`src/rtl/crossbar_slave_mem.sv`:
```
// crossbar_slave_mem: responder end of the crossbar req/ack interface.
// Models a word-addressed 32-bit memory with a fixed number of wait states per access.
// Optional feature macro: CROSSBAR_SLAVE_RAND_WAIT_EN. When it is defined, an LFSR
// chooses the wait states for each access instead of WAIT_CYCLES.
module crossbar_slave_mem #(
    parameter int unsigned AW          = 4,
    parameter int unsigned WAIT_CYCLES = 1
) (
    input  logic        clk,
    input  logic        rst,
    input  logic        slave_req,
    input  logic        slave_cmd,
    input  logic [31:0] slave_addr,
    input  logic [31:0] slave_wdata,
    output logic [31:0] slave_rdata,
    output logic        slave_ack,
    output logic        busy
);

    localparam int unsigned DEPTH = 2 ** AW;
    localparam int unsigned CW    = 4;

    typedef enum logic [1:0] {
        IDLE = 2'd0,
        WAIT = 2'd1,
        ACK  = 2'd2
    } state_t;

    state_t         state;
    state_t         state_next;
    logic [CW-1:0]  cnt;
    logic [CW-1:0]  cnt_next;
    logic [CW-1:0]  wait_load;
    logic           accept;

    logic           cmd_q;
    logic [AW-1:0]  idx_q;
    logic [31:0]    wdata_q;
    logic [31:0]    mem [DEPTH];

    // Byte-lane bits and the bits above the word index alias by design.
    logic unused_addr_bits;
    assign unused_addr_bits = ^{slave_addr[31:AW+2], slave_addr[1:0]};

`ifdef CROSSBAR_SLAVE_RAND_WAIT_EN
    localparam int unsigned unused_wait_cycles = WAIT_CYCLES;

    logic [7:0] lfsr;
    logic       lfsr_fb;

    assign lfsr_fb   = lfsr[7] ^ lfsr[5] ^ lfsr[4] ^ lfsr[3];
    assign wait_load = lfsr[3:0];

    // Fibonacci LFSR (taps 8,6,5,4) that advances once for each accepted request.
    always_ff @(posedge clk) begin
        if (rst) begin
            lfsr <= 8'hA5;
        end else if (accept) begin
            lfsr <= {lfsr[6:0], lfsr_fb};
        end
    end
`else
    assign wait_load = CW'(WAIT_CYCLES);
`endif

    // State and wait counter registers.
    always_ff @(posedge clk) begin
        if (rst) begin
            state <= IDLE;
            cnt   <= '0;
        end else begin
            state <= state_next;
            cnt   <= cnt_next;
        end
    end

    // Next-state logic. The IDLE cycle after ACK carries slave_ack=1, so acceptance is blocked there.
    always_comb begin
        state_next = state;
        cnt_next   = cnt;
        accept     = 1'b0;
        case (state)
            IDLE: begin
                if (slave_req && !slave_ack) begin
                    accept = 1'b1;
                    if (wait_load == '0) begin
                        state_next = ACK;
                    end else begin
                        state_next = WAIT;
                        cnt_next   = wait_load - CW'(1);
                    end
                end
            end
            WAIT: begin
                if (cnt == '0) begin
                    state_next = ACK;
                end else begin
                    cnt_next = cnt - CW'(1);
                end
            end
            ACK: begin
                state_next = IDLE;
            end
            default: begin
                state_next = IDLE;
            end
        endcase
    end

    // Capture the request fields on acceptance. Later changes on the bus are ignored.
    always_ff @(posedge clk) begin
        if (rst) begin
            cmd_q   <= 1'b0;
            idx_q   <= '0;
            wdata_q <= '0;
        end else if (accept) begin
            cmd_q   <= slave_cmd;
            idx_q   <= slave_addr[AW+1:2];
            wdata_q <= slave_wdata;
        end
    end

    // Memory array. Writes commit on the edge that leaves ACK, so a reset in WAIT or ACK drops them.
    always_ff @(posedge clk) begin
        if (rst) begin
            for (int i = 0; i < int'(DEPTH); i++) begin
                mem[i] <= '0;
            end
        end else if (state == ACK && cmd_q) begin
            mem[idx_q] <= wdata_q;
        end
    end

    // Registered outputs. ack and rdata change on the edge that leaves ACK.
    always_ff @(posedge clk) begin
        if (rst) begin
            slave_ack   <= 1'b0;
            busy        <= 1'b0;
            slave_rdata <= '0;
        end else begin
            slave_ack <= (state == ACK);
            busy      <= (state_next != IDLE);
            if (state == ACK && !cmd_q) begin
                slave_rdata <= mem[idx_q];
            end
        end
    end

endmodule
```
`config.mk`:
```
export PLATFORM = sky130hd
export DESIGN_NAME = crossbar_slave_mem
export DESIGN_NICKNAME = d
export VERILOG_FILES = /design/src/rtl/crossbar_slave_mem.sv
export SDC_FILE = /design/constraint.sdc
export NUM_CORES = 1
export LEC_CHECK = 0
export BUFFER_PORTS_ARGS = -buffer_cell sky130_fd_sc_hd__buf_2
export CAP_MARGIN = 20
export CORE_MARGIN = 8
export CORE_UTILIZATION = 58
export CTS_BUF_LIST = sky130_fd_sc_hd__clkbuf_4
export DETAILED_ROUTE_END_ITERATION = 16
export PLACE_DENSITY = 0.76
export SLEW_MARGIN = 5
export SYNTH_ARGS = -nofsm -noshare
export SYNTH_HDL_FRONTEND = slang
export SYNTH_SLANG_ARGS = --single-unit
```
`constraint.sdc`:
```
create_clock -name clk -period 1.85 [get_ports clk]
set_input_delay 0.185 -clock clk [delete_from_list [all_inputs] [get_ports clk]]
set_output_delay 0.185 -clock clk [all_outputs]
set_load 0.02 [all_outputs]
```
==> flow_summary.ini <==
[run_status]
status = finished with violations
violations = setup timing

[clock_network]
numCtsBuffers = 150
insertion_delay_ns = 0.90
clkSlewWorstSetupHoldPaths_ns = 0.07
cts_tree = yes
clockBufferDepth = 3
cts_root_buffer = clkbuf_4
htree_levels = 4
cts_sinks = 589

[sta]
whs_ns = 0.0994
fin_worst_skew_ns = 0.0547
worst_pin_slew_ns = 0.743
setup_violations = 165
hold_violations = 0
finalCritPeriodShare_pct = 104
max_slew_margin_pct = 50.5
max_freq_mhz = 520
slew_violations = 0
finalCriticalPeriod_ns = 1.92
rsz0062_at_grt = true
setup_ws_ns = -0.0742

[final_layout]
synthToLayoutAreaGrowth_pct = 23.0
drive_gt1_share_pct = 27.4
final_nets = 2226
layout_common_cells = 512 x and2_1, 512 x edfxtp_1, 237 x clkbuf_4
post-route-util_pct = 72.1
n_fill_cell = 2799

[floorplan]
die_area_um2 = 51600
die-height_um = 227
floorplan.initialDensity_pct = 58.6
die_x_um = 227
core_area_um2 = 44100
rows = 77
ios = 102

[grt]
grt_pass1_wl_um = 98700
antenna_found_initial = 2
top_usage_layer = met2
use_met3_pct = 6.08
gr-usage-met1_pct = 32.0
grt_max_degree = 65
grt_usage_pct = 25.5
grt_pass1_vias = 17043
grt_overflow = 0
gr-usage-met2_pct = 42.5

[power_and_ir_drop]
ir_worst_vdd_v = 0.000760
pwr_density_cell_nw_per_um2 = 938
leakage_nw = 11.7

[placement]
dp_slack_ns = -0.347
post-dp-hpwl_um = 38900
io_buffers = 73
place_congestion = 0.804

[synthesis]
async_flop_share_pct = 0
synth_nets = 1969
syn_area_um2 = 25900
synth_edf_count = 512
syn_area_per_cell_um2 = 13.6
ys_seq_area_share_pct = 65.4
yosys_most_used_dff = edfxtp_1
ys_seq_elements = 589
syn_inst = 1900
ys_types = 37
ys_warn_count = 0

[route]
drc = 0
wl_per_cell_um = 24.2
drt_pass1_iterations = 5
ant_nets = 0
drt_iter0_drc = 1701
via_count = 17064
via_per_inst = 5.94
drt_wl_total_um = 69500

[critical_path]
cp_max_fo = 7
critPathKind = reg2reg
critPathCaptureType = flop
cp.required_ns = 2.64
crit_arrival_ns = 2.71
r2r_cells = 7
startpoint_type = flop

[min_path]
holdPathStages = 4
hold_class = in2reg

[job]
cap_violations = 0
[what timing repair did]
item	CTS	global route
cloned	4	19
pin swaps	11	23
endpoints found under the setup margin	564	573
hold buffers	39	0
setup buffers	7	13
resized for setup	95	58
hold endpoints to repair	54	0
[Yosys cell counts, types with 19 or more instances]
cell | instances | area (um^2)
and2_1 | 513 | 3210
edfxtp_1 | 512 | 15400
mux2i_1 | 192 | 1920
clkbuf_1 | 108 | 405
dfxtp_1 | 77 | 1540
nand2_1 | 77 | 289
nor2_1 | 76 | 285
o22ai_1 | 64 | 400
a21oi_1 | 41 | 205
a221oi_1 | 32 | 280
a311oi_1 | 32 | 280
mux4_2 | 32 | 721
o21ai_0 | 25 | 125
clkbuf_2 | 19 | 95.1
[metal layers]
| metal | vias up | share of wire (%) |
|---|---|---|
| met5 | - | 0 |
| met4 | 0 | 3.8 |
| met3 | 183 | 9.3 |
| met2 | 968 | 49 |
| met1 | 8414 | 38 |
| li1 | 7499 | - |
[cell type report]
type / instances / area [um^2] / share of cell area, %
diodes: 3 / 7.51 / 0.0236
clock buffers: 237 / 1780 / 5.59
clock inverters: 36 / 313 / 0.983
inverters: 2 / 7.51 / 0.0236
multi-input cells: 1143 / 8810 / 27.7
flip-flops and latches: 589 / 16900 / 53.2
well taps: 592 / 741 / 2.33
repair buffers: 271 / 3220 / 10.1
[kinds of logic (layout without fill, tap and decap cells)]
| family | count (synthesis) | after routing | share of synthesized area (%) |
|---|---|---|---|
| and+or+nand+nor | 715 | 715 | 16.0 |
| DFF | 589 | 589 | 65.4 |
| muxes | 224 | 224 | 10.2 |
| AOI/OAI and AO/OA | 201 | 201 | 5.13 |
| buffers and inverters | 168 | 546 | 3.13 |
| xor gates and xnor gates | 2 | 2 | 0.0678 |
| adders and majority gates | 1 | 1 | 0.0484 |
| other | 0 | 3 | 0 |
[worst max-delay path: stages (launching register included)]
cell and delay, ns:
dfxtp_4 0.37, buf_12 0.14, buf_12 0.13, and2_4 0.21, clkbuf_16 0.19, a221oi_2 0.27, o21ai_1 0.19, a311oi_1 0.33
[path summary, 6_finish.rpt]
kind	to	start	slack, ns
worst min-delay path	wdata_q[20]	slave_wdata[20]	0.1
worst min register to register	cnt[0]	cnt[0]	0.49
worst max register to register	slave_rdata[15]	idx_q[1]	-0.07
worst max-delay path	slave_rdata[15]	idx_q[1]	-0.07
[power breakdown]
part	internal, mW	switching (mW)	total, mW
Clock	6.66	5.35	12.0
Sequential	14.9	0.418	15.3
Combinational	1.15	1.40	2.55
Total	22.7	7.17	29.8
[registers in the layout (all words and copies together), names as in the netlist, 2 cells and up]
signal	cells
cnt	4
wdata_q	32
slave_rdata	32
mem	512
idx_q	4
state	2
[per-stage QoR]
stage | TNS, ns | std cells | total power [mW] | cell area (um^2)
2_1_floorplan | -5.52 | 1900 | 16.6 | 25900
3_3_place_gp | -10.71 | 2518 | 17.5 | 27900
3_5_place_dp | -16.72 | 2518 | 17.5 | 27900
4_1_cts | -1.26 | 2841 | 29.7 | 31000
5_1_grt | -24.11 | 2873 | 30.8 | 31800
6_report | -3.04 | 2873 | 29.8 | 31800
No activity file was read; power rests on OpenSTA's default activity.
